===== config.mk =====
export PLATFORM = sky130hd
export DESIGN_NAME = mem_access_stage
export DESIGN_NICKNAME = d
export VERILOG_FILES = /design/src/rtl/mem_access_stage.sv
export SDC_FILE = /design/constraint.sdc
export NUM_CORES = 1
export LEC_CHECK = 0
export BUFFER_PORTS_ARGS = -buffer_cell sky130_fd_sc_hd__buf_2
export CORE_MARGIN = 2
export CORE_UTILIZATION = 49
export DETAILED_ROUTE_END_ITERATION = 6
export GPL_ROUTABILITY_DRIVEN = 0
export PLACE_DENSITY = 0.8
export SYNTH_ARGS = -nofsm -noshare
export SYNTH_HDL_FRONTEND = slang
export SYNTH_SLANG_ARGS = --single-unit

===== constraint.sdc =====
create_clock -name clk -period 2.2 [get_ports clk]
set_clock_uncertainty 0.2 [all_clocks]
set_input_delay 0.11 -clock clk [delete_from_list [all_inputs] [get_ports clk]]
set_output_delay 0.11 -clock clk [all_outputs]
set_load 0.02 [all_outputs]

===== src/rtl/mem_access_stage.sv =====
// mem_access_stage: M pipeline register, data-memory access FSM with timeout, and W register.
// Aligns store data into byte lanes, extends loads, and stalls upstream while an access waits.
module mem_access_stage #(
  parameter int TIMEOUT_CYCLES = 16
) (
  input  logic        clk,
  input  logic        rst_n,
  input  logic        valid_E,
  input  logic [31:0] ALU_result_E,
  input  logic [31:0] write_data_E,
  input  logic [4:0]  rd_E,
  input  logic        reg_write_E,
  input  logic        mem_read_E,
  input  logic        mem_write_E,
  input  logic [2:0]  funct3_E,
  input  logic        flush_M,
  output logic [31:0] ALU_result_M,
  output logic [4:0]  rd_M,
  output logic        reg_write_M,
  output logic        stall_M,
  output logic        dmem_req,
  output logic        dmem_we,
  output logic [31:0] dmem_addr,
  output logic [31:0] dmem_wdata,
  output logic [3:0]  dmem_be,
  input  logic        dmem_ready,
  input  logic [31:0] dmem_rdata,
  output logic [31:0] WB_data_W,
  output logic [4:0]  rd_W,
  output logic        reg_write_W,
  output logic        misalign_fault,
  output logic        bus_error
);
  // state  | meaning
  // IDLE   | no access outstanding; an aligned access in M requests the bus this cycle
  // WAIT   | access held on the bus awaiting dmem_ready; counter runs down to timeout
  typedef enum logic {S_IDLE = 1'b0, S_WAIT = 1'b1} state_t;

  // First IDLE cycle counts toward the budget, so WAIT gets TIMEOUT_CYCLES-1 cycles.
  localparam logic [7:0] TMO_LOAD = 8'(TIMEOUT_CYCLES - 2);

  state_t      state, state_nx;
  logic [7:0]  tmo_cnt, tmo_cnt_nx;

  logic [31:0] write_data_m;
  logic        mem_read_m, mem_write_m;
  logic [2:0]  funct3_m;

  logic [1:0]  a_lo;
  logic        access_m, size_bad, misalign_m, aligned_m, timeout_m;
  logic [3:0]  be_raw;
  logic [7:0]  lane_b;
  logic [15:0] lane_h;
  logic [31:0] load_data;

  always_ff @(posedge clk or negedge rst_n) begin
    if (!rst_n) begin
      ALU_result_M <= '0;
      write_data_m <= '0;
      rd_M         <= '0;
      reg_write_M  <= 1'b0;
      mem_read_m   <= 1'b0;
      mem_write_m  <= 1'b0;
      funct3_m     <= '0;
    end else if (!stall_M) begin
      if (valid_E && !flush_M) begin
        ALU_result_M <= ALU_result_E;
        write_data_m <= write_data_E;
        rd_M         <= rd_E;
        reg_write_M  <= reg_write_E;
        mem_read_m   <= mem_read_E;
        mem_write_m  <= mem_write_E;
        funct3_m     <= funct3_E;
      end else begin
        ALU_result_M <= '0;
        write_data_m <= '0;
        rd_M         <= '0;
        reg_write_M  <= 1'b0;
        mem_read_m   <= 1'b0;
        mem_write_m  <= 1'b0;
        funct3_m     <= '0;
      end
    end
  end

  assign a_lo     = ALU_result_M[1:0];
  assign access_m = mem_read_m | mem_write_m;

  always_comb begin
    size_bad = 1'b0;
    case (funct3_m[1:0])
      2'b00:   size_bad = 1'b0;
      2'b01:   size_bad = a_lo[0];
      default: size_bad = (a_lo != 2'b00);
    endcase
  end

  assign misalign_m = access_m & size_bad;
  assign aligned_m  = access_m & ~size_bad;
  assign timeout_m  = (state == S_WAIT) && (tmo_cnt == 8'd0) && !dmem_ready;
  assign stall_M    = aligned_m & ~dmem_ready & ~timeout_m;

  always_ff @(posedge clk or negedge rst_n) begin
    if (!rst_n) begin
      state   <= S_IDLE;
      tmo_cnt <= 8'd0;
    end else begin
      state   <= state_nx;
      tmo_cnt <= tmo_cnt_nx;
    end
  end

  always_comb begin
    state_nx   = state;
    tmo_cnt_nx = tmo_cnt;
    case (state)
      S_IDLE: begin
        if (aligned_m && !dmem_ready) begin
          state_nx   = S_WAIT;
          tmo_cnt_nx = TMO_LOAD;
        end
      end
      S_WAIT: begin
        if (!aligned_m || dmem_ready || tmo_cnt == 8'd0) begin
          state_nx = S_IDLE;
        end else begin
          tmo_cnt_nx = tmo_cnt - 8'd1;
        end
      end
      default: state_nx = S_IDLE;
    endcase
  end

  always_comb begin
    be_raw = 4'b1111;
    case (funct3_m[1:0])
      2'b00:   be_raw = 4'b0001 << a_lo;
      2'b01:   be_raw = 4'b0011 << a_lo;
      default: be_raw = 4'b1111;
    endcase
    dmem_wdata = write_data_m;
    case (funct3_m[1:0])
      2'b00:   dmem_wdata = {4{write_data_m[7:0]}};
      2'b01:   dmem_wdata = {2{write_data_m[15:0]}};
      default: dmem_wdata = write_data_m;
    endcase
    dmem_req  = aligned_m;
    dmem_we   = aligned_m & mem_write_m;
    dmem_be   = aligned_m ? be_raw : 4'b0000;
    dmem_addr = {ALU_result_M[31:2], 2'b00};
  end

  always_comb begin
    lane_b = dmem_rdata[7:0];
    case (a_lo)
      2'b00: lane_b = dmem_rdata[7:0];
      2'b01: lane_b = dmem_rdata[15:8];
      2'b10: lane_b = dmem_rdata[23:16];
      2'b11: lane_b = dmem_rdata[31:24];
      default: lane_b = dmem_rdata[7:0];
    endcase
    lane_h = a_lo[1] ? dmem_rdata[31:16] : dmem_rdata[15:0];
    load_data = dmem_rdata;
    case (funct3_m[1:0])
      2'b00:   load_data = {{24{lane_b[7] & ~funct3_m[2]}}, lane_b};
      2'b01:   load_data = {{16{lane_h[15] & ~funct3_m[2]}}, lane_h};
      default: load_data = dmem_rdata;
    endcase
  end

  // A stalled cycle hands W a bubble; faulted ops reach W without a register write.
  always_ff @(posedge clk or negedge rst_n) begin
    if (!rst_n) begin
      WB_data_W      <= '0;
      rd_W           <= '0;
      reg_write_W    <= 1'b0;
      misalign_fault <= 1'b0;
      bus_error      <= 1'b0;
    end else if (stall_M) begin
      reg_write_W    <= 1'b0;
      misalign_fault <= 1'b0;
      bus_error      <= 1'b0;
    end else begin
      rd_W           <= rd_M;
      WB_data_W      <= (mem_read_m && aligned_m) ? load_data : ALU_result_M;
      reg_write_W    <= reg_write_M & ~misalign_m & ~timeout_m;
      misalign_fault <= misalign_m;
      bus_error      <= timeout_m;
    end
  end

endmodule


==> metrics.txt <==
first-pass GRT wire length 35800 um; clk buf depth 2; Vias/cell 5.53; Port Buffer Count 258; share of cells above drive strength 1 33.1%; Layout area overhead 46.0%; CTS tree built; largest net degree at the start of global routing 63; yosys synthesis warning count 0; Worst setup EP type primary output; CP max stage delay 0.39 ns; Fmax achieved 468 MHz; Critical Path, Cell by Cell inv_2 > ha_1 > nor4b_4 > a31oi_4 > nand2_4 > inv_6 > buf_16 > buf_6; DIE WIDTH 120 um; Die Ht 120 um; gr ovfl total 0; RSZ-0062 raised after global routing yes; Global Route met3 Usage 7.88%; DRC 0; CORE AREA 13200 um2; Initial Util 50.1%; CTS Buf Count 17; die area 14400 um2; Root Buffer clkbuf_16; Setup WS post-layout 0.0648 ns; status finished clean; GR Util met2 54.6%; CP required 1.89 ns; CP Buf/Inv Count 4; met1 Use GR 36.6%; Main synth FF type dfrtp_1; CTS clock-pin slew for the worst setup and hold paths 0.05 ns; overall power 7020 uW; max cap viols 0; sequential fraction of the synthesis area 46.9%; H-tree depth 4; P per Cell Area 727 nW/um2; post-route ant nets 0; hpwl dp 14100 um; fillers 915; #FFs+latches synth 124; Finished Core Util 73.2%; DR WL/cell 18.2 um; worst IR drop on VDD 0.444 mV; family with the most delay on the worst path flip-flops; number of synthesized flops with an enable pin 0; Slew Viols, Final 0; hold crit path type primary input to flop; DRT iter0 DRCs 612; minimum clock period 2.14 ns; row count 42; final hold vios 0; GR peak layer met2; slowest stage cell, crit path dfrtp_1; CTS Sinks 124; synth unique cells 61; Skew-Pair Late Insertion Delay 0.41 ns; Total GRT Usage 31.9%; io pins 261; Antenna diodes 0; final wirelength 23100 um; final setup vio count 0; Crit Path Class flop to primary output; synthesized instance count 753; 1st-pass router iterations 7; Async S/R FF share, synth 100%; mapped cell area 6610 um2; fin nets 1200; pre-CTS WS 0.00480 ns; antenna violations before repair 0; Sequential Area 3110 um2; synthesized area per cell 8.78 um2; vias in the first global route 6936; Worst Path Arrival 1.83 ns; startpoint types flop; Tcrit/Tclk final 97.1%; DR vias 7025; Worst Path Max Fanout 5; area occupied by multi-input gates 2860 um2; static leakage 0.00508 uW; R2R Setup Slk 0.10 ns
-- worst reg2reg max path, cell delays in order, from the launching register on --
cell and delay [ns]:
dfrtp_1 0.39, inv_2 0.07, ha_1 0.14, nor4b_4 0.25, a31oi_4 0.14, nand2_4 0.11, buf_4 0.14, buf_8 0.23
o21ai_0 0.14, o21ai_0 0.20
-- routing by layer --
layer  wire length (um)  share of wire [%]
met5                  0                  0
met4               1040                4.5
met3               1880                8.1
met2              11700                 50
met1               8540                 37
-- power by group --
part,leakage (uW),switching (uW),internal (uW)
sequential,0.00164,177,2500
combinational,0.00318,1080,754
clock,0.000258,949,1560
total,0.00508,2210,4810
-- kinds of logic after synthesis --
family / Yosys count / synth area share, %
AO/OA/AOI/OAI: 126 / 12.7
other: 1 / 0.0567
buffers and inverters: 104 / 10.2
AND/OR/NAND/NOR: 359 / 23.9
adder cells (fa/ha/maj): 2 / 0.378
flip-flops: 124 / 46.9
XOR/XNOR: 7 / 0.927
multiplexers: 30 / 4.86
-- per-stage QoR --
stage	cell area (um2)	hold WS (ns)	instances	setup TNS, ns
detailed placement	7770	-0.130	1117	0
finish	9650	0.0212	1271	0
floorplan	6620	-0.386	754	0
CTS	9490	0.00249	1259	-0.00740
global placement	7770	-0.128	1117	0
global route	9650	0.0382	1271	-0.0368
-- flip-flops by register name, summed over array words and instances, names as in the netlist --
name / flops
ALU_result_M: 32
WB_data_W: 32
write_data_m: 32
tmo_cnt: 8
rd_M: 5
rd_W: 5
funct3_m: 3
bus_error: 1
mem_read_m: 1
mem_write_m: 1
misalign_fault: 1
reg_write_M: 1
reg_write_W: 1
state: 1
-- cells in the final DEF (no fill, tap or decap), types with 3 or more instances in the layout --
cell type,instances
buf_2,255
nand2b_1,5
dlygate4sd3_1,108
o32a_1,4
clkbuf_16,19
mux2i_1,13
nor3_1,4
nor2b_1,4
o22ai_1,9
buf_12,6
xor2_1,6
buf_8,3
a21oi_1,22
buf_4,26
mux2_2,15
nand2_1,221
a211o_1,4
nor2_1,21
inv_1,6
clkbuf_1,4
nand4_1,3
buf_6,4
o21ai_1,10
o21ai_0,39
o2111ai_1,4
clkbuf_8,5
o2bb2ai_1,16
dfrtp_1,122
nand3_1,83
-- synth_stat cells, drive strengths merged (3+ instances only) --
| cell | number | area, um2 |
|---|---|---|
| nor3 | 5 | 30.0 |
| o21ai | 51 | 278 |
| nor2b | 5 | 31.3 |
| clkbuf | 12 | 46.3 |
| o2bb2ai | 16 | 140 |
| dfrtp | 124 | 3100 |
| o2111ai | 4 | 35.0 |
| nand3 | 84 | 425 |
| nand2b | 6 | 45.0 |
| xor2 | 6 | 52.6 |
| a21oi | 23 | 119 |
| a211o | 4 | 35.0 |
| mux2 | 17 | 191 |
| nor2 | 22 | 90.1 |
| o22ai | 9 | 56.3 |
| nand2 | 223 | 845 |
| o32a | 4 | 40.0 |
| mux2i | 13 | 130 |
| nand4 | 3 | 18.8 |
| buf | 82 | 584 |
| inv | 10 | 45.1 |
-- layout make-up --
cell class	instances	area share (%)
clock buffer	26	5.28
tap	176	2.28
clock inverter	2	0.104
sequential	124	32.2
multi-input combinational	526	29.6
timing repair buffer	407	30.1
inverter	10	0.493
-- repair_timing --
item | 4_1_cts | 5_1_grt
buffers inserted | 4 | 10
cloned | 2 | 2
endpoints found under the setup margin | 6 | 18
pin swaps | 2 | 4
hold buffers | 108 | 0
hold endpoints to repair | 238 | 0
resized for setup | 8 | 11
-- path summary, 6_finish.rpt --
check | startpoint | endpoint | cells after the start
max | tmo_cnt[1]$_DFFE_PN0P_ | stall_M | 8
min | dmem_rdata[9] | WB_data_W[9]$_DFFE_PN0N_ | 5
max reg2reg | tmo_cnt[1]$_DFFE_PN0P_ | WB_data_W[15]$_DFFE_PN0N_ | 9
min reg2reg | rd_W[0]$_DFFE_PN0N_ | rd_W[0]$_DFFE_PN0N_ | 2
max in group asynchronous | rst_n | write_data_m[17]$_DFFE_PN0N_ | 4
min in group asynchronous | rst_n | write_data_m[16]$_DFFE_PN0N_ | 3
No activity file was read; power rests on OpenSTA's default activity.
